[src/rtl/pongfpga_pkg.sv]
// Shared definitions for the Pong switch poller: PIO register map and poll FSM states.
package pongfpga_pkg;

    localparam logic [1:0] PIO_DATA    = 2'd0;
    localparam logic [1:0] PIO_IRQMASK = 2'd2;
    localparam logic [1:0] PIO_EDGE    = 2'd3;

    typedef enum logic [2:0] {
        INIT     = 3'd0,
        IDLE     = 3'd1,
        RD_EC    = 3'd2,
        EC_WAIT  = 3'd3,
        CLR      = 3'd4,
        RD_DAT   = 3'd5,
        DAT_WAIT = 3'd6
    } poll_state_t;

endpackage

[src/rtl/pongfpga_tick_div.sv]
// Poll interval down-counter: counts to zero and holds there until reloaded.
module pongfpga_tick_div #(
    parameter int DIV = 50000
) (
    input  logic clk,
    input  logic reset_n,
    input  logic reload,
    output logic zero
);

    localparam int CNT_W = (DIV > 2) ? $clog2(DIV) : 1;
    localparam logic [CNT_W-1:0] LOAD = CNT_W'(DIV - 1);

    logic [CNT_W-1:0] count;

    // Reload starts a fresh interval; otherwise count down and park at zero.
    always_ff @(posedge clk or negedge reset_n) begin
        if (!reset_n) begin
            count <= LOAD;
        end else if (reload) begin
            count <= LOAD;
        end else if (count != '0) begin
            count <= count - CNT_W'(1);
        end
    end

    assign zero = (count == '0);

endmodule

[src/rtl/pongfpga_sw_poller.sv]
// Hardware Avalon-MM initiator that services the switch PIO: writes the IRQ mask
// once after reset, then periodically reads/clears edge_capture and reads levels.
// Bus outputs are registered and loaded on the edge that enters each access
// state, so the bus activity of a state is visible during that state's cycle.
module pongfpga_sw_poller
    import pongfpga_pkg::*;
#(
    parameter int          WIDTH         = 3,
    parameter int          POLL_DIV      = 50000,
    parameter logic [31:0] IRQ_MASK_INIT = 32'd0
) (
    input  logic             clk,
    input  logic             reset_n,
    output logic [1:0]       avm_address,
    output logic             avm_chipselect,
    output logic             avm_write_n,
    output logic [31:0]      avm_writedata,
    input  logic [31:0]      avm_readdata,
    input  logic             enable,
    output logic [WIDTH-1:0] sw_state,
    output logic             sw_valid,
    output logic [WIDTH-1:0] edge_event,
    output logic             busy
);

    poll_state_t      state;
    logic [WIDTH-1:0] ec;
    logic [WIDTH-1:0] rd_bits;
    logic             tick_zero;
    logic             start;

    // Only the low WIDTH bits of the PIO word carry switch information.
    assign rd_bits = avm_readdata[WIDTH-1:0];

    if (WIDTH < 32) begin : g_unused_hi
        logic unused_readdata_hi;
        assign unused_readdata_hi = ^avm_readdata[31:WIDTH];
    end

    // A poll may only begin from IDLE once the interval has elapsed and polling is enabled.
    assign start = (state == IDLE) && tick_zero && enable;

    pongfpga_tick_div #(
        .DIV (POLL_DIV)
    ) u_tick (
        .clk     (clk),
        .reset_n (reset_n),
        .reload  (start),
        .zero    (tick_zero)
    );

    // Poll sequencer and registered bus driver.
    always_ff @(posedge clk or negedge reset_n) begin
        if (!reset_n) begin
            state          <= INIT;
            avm_address    <= '0;
            avm_chipselect <= 1'b0;
            avm_write_n    <= 1'b1;
            avm_writedata  <= '0;
            sw_state       <= '0;
            sw_valid       <= 1'b0;
            edge_event     <= '0;
            busy           <= 1'b1;
            ec             <= '0;
        end else begin
            edge_event <= '0;
            case (state)
                INIT: begin
                    // Single mask write; busy stays high while it is on the bus.
                    avm_chipselect <= 1'b1;
                    avm_write_n    <= 1'b0;
                    avm_address    <= PIO_IRQMASK;
                    avm_writedata  <= IRQ_MASK_INIT;
                    state          <= IDLE;
                end
                IDLE: begin
                    avm_write_n <= 1'b1;
                    if (start) begin
                        avm_chipselect <= 1'b1;
                        avm_address    <= PIO_EDGE;
                        busy           <= 1'b1;
                        state          <= RD_EC;
                    end else begin
                        avm_chipselect <= 1'b0;
                        busy           <= 1'b0;
                    end
                end
                RD_EC: begin
                    avm_chipselect <= 1'b0;
                    state          <= EC_WAIT;
                end
                EC_WAIT: begin
                    // Clear edge_capture only when something was captured.
                    ec             <= rd_bits;
                    avm_chipselect <= 1'b1;
                    if (rd_bits != '0) begin
                        avm_write_n   <= 1'b0;
                        avm_address   <= PIO_EDGE;
                        avm_writedata <= '0;
                        state         <= CLR;
                    end else begin
                        avm_address <= PIO_DATA;
                        state       <= RD_DAT;
                    end
                end
                CLR: begin
                    avm_write_n <= 1'b1;
                    avm_address <= PIO_DATA;
                    state       <= RD_DAT;
                end
                RD_DAT: begin
                    avm_chipselect <= 1'b0;
                    state          <= DAT_WAIT;
                end
                DAT_WAIT: begin
                    sw_state   <= rd_bits;
                    sw_valid   <= 1'b1;
                    edge_event <= ec;
                    busy       <= 1'b0;
                    state      <= IDLE;
                end
                default: begin
                    avm_chipselect <= 1'b0;
                    avm_write_n    <= 1'b1;
                    state          <= INIT;
                end
            endcase
        end
    end

endmodule
[config.mk]
export PLATFORM = sky130hd
export DESIGN_NAME = pongfpga_sw_poller
export DESIGN_NICKNAME = d
export VERILOG_FILES = /design/src/rtl/pongfpga_pkg.sv /design/src/rtl/pongfpga_tick_div.sv /design/src/rtl/pongfpga_sw_poller.sv
export SDC_FILE = /design/constraint.sdc
export NUM_CORES = 1
export LEC_CHECK = 0
export ABC_AREA = 1
export BUFFER_PORTS_ARGS = -buffer_cell sky130_fd_sc_hd__buf_2
export CAP_MARGIN = 10
export CORE_MARGIN = 3
export CORE_UTILIZATION = 45
export CTS_CLUSTER_DIAMETER = 30
export DETAILED_ROUTE_END_ITERATION = 10
export PLACE_DENSITY = 0.74
export SLEW_MARGIN = 30
export SYNTH_ARGS = -nofsm -noshare
export SYNTH_HDL_FRONTEND = slang
export SYNTH_SLANG_ARGS = --single-unit
export TNS_END_PERCENT = 100
[constraint.sdc]
create_clock -name clk -period 3 [get_ports clk]
set_input_delay 0.15 -clock clk [delete_from_list [all_inputs] [get_ports clk]]
set_output_delay 0.15 -clock clk [all_outputs]
set_load 0.005 [all_outputs]
# Word level (Yosys, flattened, before mapping)
# Index checks and enable logic that the tools add are counted.
dict set report totals {
  word_cells 54
  inputBits 35
  out_inout_bits 44
  register_bits 66
}
dict set report op_classes {
  bitwise 1
  add_sub_neg 1
  reduce_logical 17
  eq_ne 8
  muxes 16
}
# operator count
set op_table {}
lappend op_table {{32-bit one-hot mux with 2 select lines} 1}
lappend op_table {{16-bit 2-to-1 mux} 2}
lappend op_table {{32-bit 2-to-1 mux} 1}
lappend op_table {{3-bit one-hot mux with 6 select lines} 1}
lappend op_table {{16-bit logical NOT} 1}
lappend op_table {{16-bit nonzero test} 1}
lappend op_table {{16-bit by 1-bit subtractor with 16-bit output, second input constant} 1}
lappend op_table {{3-bit == test, second input constant} 3}
lappend op_table {{2-bit one-hot mux with 4 select lines} 1}
lappend op_table {{3-bit by 2-bit == test with 1-bit output, second input constant} 2}
lappend op_table {{3-bit 2-to-1 mux} 2}
lappend op_table {{1-bit one-hot mux with 3 select lines} 2}
lappend op_table {{2-bit AND reduction} 3}
lappend op_table {{2-bit nonzero test} 3}
lappend op_table {{2-bit OR reduction} 3}
lappend op_table {{2-bit 2-to-1 mux} 2}
lappend op_table {{2-bit inequality test, second input constant} 2}
lappend op_table {{4-bit nonzero test} 1}
lappend op_table {{3-bit by 1-bit == test with 1-bit output, second input constant} 1}
lappend op_table {{3-bit logical NOT} 1}
lappend op_table {{1-bit 2-to-1 mux} 3}
lappend op_table {{3-bit nonzero test} 1}
lappend op_table {{3-bit OR reduction} 1}
lappend op_table {{1-bit logical AND} 2}
lappend op_table {{other kinds (2)} 2}

# Logic depth before layout (Yosys ltp)
dict set report depth {
  depth_word 5
  depth_mapped 9
  ltp_nobuf 9
}

# Cells and area by module
# A second synthesis with hierarchy kept.
dict set report hier_totals {
  hier_cells 277
  hier_area_um2 2080.7
}
# module cells_per_inst area_each_um2 instances seq_area_each_um2
set modules_own_cells {}
lappend modules_own_cells {pongfpga_tick_div 150 1047.3 1 411.6}
lappend modules_own_cells {pongfpga_sw_poller 127 1033.5 1 452.9}

# Worst setup path after synthesis
# Ideal clock, no wire load.
dict set report synth_path {
  kind {flip-flop to flip-flop}
  from {reg u_tick.count[0]}
  to {reg u_tick.count[11]}
  setup_ps 113
  required_time_ps 2887
  path_buffers 1
  setup_slack_ps 1537
  arrival_time_ps 1350
  stages_incl_launch_ff 10
  synth_period_minus_slack_ps 1463
  cell_sequence {dfstp_2 > inv_1 > ha_1 > nand2_1 > nor2_4 > nand2_4 > buf_6 > nand3_1 > nand2_1 > inv_1}
}
dict set report synth_via {
  elab_chain_cells 4
  elab_cells_between_ends 8
  cone_classes {add/sub: 1; mux: 2; reduce/logical: 5}
}
# element line
set synth_lines {}
lappend synth_lines {{start, declared} pongfpga_tick_div.sv:14} ;# logic [CNT_W-1:0] count;
lappend synth_lines {{start signal, assigned} pongfpga_tick_div.sv:23} ;# count <= count - CNT_W'(1);
lappend synth_lines {{parallel branches: the longest is 4 deep, another holds 16-bit by 1-bit subtractor with 16-bit output} n/a}
# Several ways; the timed one is not identified. The select of a mux whose other input is x is not followed.
# A chain may end at the register's enable or synchronous reset.

# Worst setup path after layout
dict set report layout_path {
  from {reg u_tick.count[0]}
  to {reg u_tick.count[7]}
}
# The elaborated chain is that of the path after synthesis.

==> metrics.md <==
| Metric | Value |
|---|---|
| Total global-route track usage | 0.1546 |
| Die Area | 5424 sq um |
| Peak supply drop | 0.3626 mV |
| CTS tree | done |
| Crit Path Class | flip-flop to flip-flop |
| Main synth FF type | dfrtp_1 |
| Post-synth top area share | 0.2795 |
| Internal power | 755.0 uW |
| Num rows | 23 |
| Total core area | 4202 sq um |
| Crit Path Max Fanout | 16 |
| Leak Pwr | 1.181 nW |
| Final wirelength | 3708 um |
| Layout Nets | 318 |
| Yosys cell types | 30 |
| MaxCap Viol Count | 0 |
| I/O Buffers | 17 |
| Filler instances | 405 |
| Crit-path slowest cell | dfstp_2 |
| Clock transition at path regs | 70 ps |
| Clk sink count | 34 |
| Die Width | 73.65 um |
| R2r setup slk | 1410 ps |
| CP startpoint | u_tick.count[0] |
| Clock Tree Root | clkbuf_8 |
| # resized after CTS | 0 |
| Async S/R FF share, synth | 1.000 |
| Headroom to the max-slew limit | 0.5130 |
| Area grow syn2layout | 5.103% |
| Wire length per cell | 11.17 um |
| Fin. max-slew vios | 0 |
| Crit share post-route | 0.5302 |
| Delay-heaviest family, CP | flip-flops |
| Final Hold Vio Count | 0 |
| Clock network power share | 0.330 |
| Net Sw Frac | 0.3034 |
| Sequential fraction of the synthesis area | 0.4198 |
| Clock Path Buffers | 2 |
| Worst-Margin Slew | 730.5 ps |
| Pwr dens | 500.7 nW/um^2 |
| Startpoint Class | flip-flop |
| Register bit count reported by yosys | 34 |
| Via count | 1,566 |
| Final GP Congestion | 0.8661 |
| Hold depth | 3 |
| Post-synth EDFFs | 0 |
| P_sw | 328.9 uW |
| Die Height | 73.65 um |
| Critical path cell sequence | inv_1, ha_1, nand2_1, nor2_4, nand2_4, nand3_1, xor2_1 |
| Outcome | finished, final reports clean |
| Worst flop-to-flop path startpoint | u_tick.count[0] |
| Synth Area per Inst | 7.921 sq um |
| Hold/Removal Path Class | input pin to flip-flop |
| H-tree depth | 2 |
| Vias in the first global route | 1,479 |
| CP Capture Type | flip-flop |
| Clk_lat worst skew | 290 ps |
| Initial antenna violation count | 0 |
| Buf/Inv on CP | 1 |
| Number of setup violations in the final report | 0 |
| ANT nets after route | 0 |
| Logic gate share of total power | 0.167 |
| Diode count | 0 |
| Power Total | 1.084 mW |
| Proportion of layout cells with a drive suffix above 1 | 0.1809 |
| DRC viols | 0 |
| Iter 0 DRT Violations | 40 |
| CTS Buf Count | 5 |
| Hpwl dp | 2764 um |
| Hold_sp | enable |
| Area contributors post-synth | dfrtp_1 28%, dfstp_2 14%, buf_4 12% |
| RSZ-0062 raised after global routing | false |
| Worst hold endpoint | u_tick.count[8] |
| Seq pwr share | 0.503 |
| Yosys Warn Count | 0 |
| 1st-pass router iterations | 4 |
| GRT overflow | 0 |
| FF-to-FF path depth | 7 |
| Initial Utilization | 0.4902 |
| Fin Clk Skew | 5.293 ps |
| Tmin final | 1591 ps |
| Cell Area, Synth | 2059 sq um |
| CP max stage delay | 540 ps |
| WP data arrival | 1760 ps |
| Top-level I/O count | 79 |
| Setup TNS | 0 ps |
| Worst R2R End | u_tick.count[7] |
| Synth area leader | dfrtp_1 |
| Mapped Cells | 260 |
| Largest net degree at the start of global routing | 35 |
| Max Fclk | 0.6287 GHz |
| Worst path required time | 3170 ps |
| Vias per Instance | 4.717 |
| First-pass GRT wire length | 6430 um |
-- flip-flops by register name (all words and copies together), names as in the netlist --
| signal | count |
|---|---|
| edge_event | 3 |
| avm_write_n | 1 |
| state | 3 |
| busy | 1 |
| sw_state | 3 |
| u_tick.count | 16 |
| avm_address | 2 |
| sw_valid | 1 |
| avm_chipselect | 1 |
| ec | 3 |
-- cell usage after synthesis (2+ instances only) --
library cell and instances:
nand2_1 50, inv_1 39, buf_4 33, nor2_1 28
dfrtp_1 23, nand3_1 21, o21ai_0 14, dfstp_2 11
nand4_1 5, o211ai_1 5, nor2_2 4, nor2_4 3
xor2_1 3, a21oi_1 2, ha_1 2, nand2_4 2
nand3b_1 2
-- cell usage in the layout, fill, tap and decap left out, types with 2 or more instances in the layout --
cell	instances
nand3_1	21
o211ai_1	5
dfrtp_1	23
nor2_4	3
xor2_1	3
nand2_4	2
nor2_2	4
o21ai_0	14
nand2_1	50
nand3b_1	2
conb_1	32
a21oi_1	2
buf_2	17
clkbuf_8	6
inv_1	39
nor2_1	28
nand4_1	5
ha_1	2
dfstp_2	11
-- layer usage --
layer / part of all wire / global-route usage / up-vias
met5: 0 / 0 / -
met4: 0.018 / 0.07243 / 0
met3: 0.042 / 0.03694 / 6
met2: 0.49 / 0.2569 / 34
met1: 0.45 / 0.1874 / 735
li1: - / - / 791
-- cells by family after synthesis --
family / Yosys count / share of synthesized area
and+or+nand+nor: 121 / 0.2825
xor gates and xnor gates: 3 / 0.01276
adders and majority gates: 2 / 0.01215
AOI/OAI and AO/OA: 24 / 0.06744
other: 1 / 0.001821
buffers and inverters: 75 / 0.2035
DFF: 34 / 0.4198
-- area by class of cell --
cell class,count,area (sq um),area share
clock buffers,6,82.58,0.03815
inverters,40,155.1,0.07168
flip-flops and latches,34,864.6,0.3994
clock inverters,2,12.51,0.005780
multi-input cells,182,892.1,0.4121
repair buffers,18,95.09,0.04393
well taps,50,62.56,0.02890
-- through the flow --
stage	area [sq um]	setup WS [ps]	util	std cells	hold WS (ps)
2_1_floorplan	2176	1537	-	291	-145.6
3_3_place_gp	2059	1442	0.4902	323	256.7
3_5_place_dp	2059	1419	0.4902	323	264.2
4_1_cts	2165	1399	0.5152	332	100.7
5_1_grt	2165	1272	0.5152	332	119.9
6_report	2165	1409	0.5152	332	107.1
-- power groups by stage --
stage | logic (mW) | registers (mW) | clock network, mW
after floorplan | 0.169 | 0.546 | 0
after global placement | 0.174 | 0.552 | 0
after detailed placement | 0.179 | 0.554 | 0
after CTS | 0.181 | 0.546 | 0.369
after global routing | 0.214 | 0.551 | 0.391
final | 0.181 | 0.545 | 0.358
-- how the worst max path moves through the flow --
stage,end,slack [ps],cells after the start
final,u_tick.count[7],1410,7
after global routing,u_tick.count[7],1270,7
after CTS,u_tick.count[7],1400,7
after detailed placement,u_tick.count[7],1420,7
after global placement,u_tick.count[7],1440,7
after floorplan,u_tick.count[11],1540,9
-- worst register-to-register path: cells and delay by family, from the launching register on --
family / cells / cell delay (ps)
buffers and inverters: 1 / 80
flip-flops: 1 / 540
adder cells (fa/ha/maj): 1 / 240
XOR/XNOR: 1 / 160
AND/OR/NAND/NOR: 4 / 460
-- repair_timing --
item                                   CTS  global route
hold buffers                             1             0
endpoints found under the hold margin   23             0
setup buffers                            0             0
Note: power is estimated with default switching activity, not from simulation.
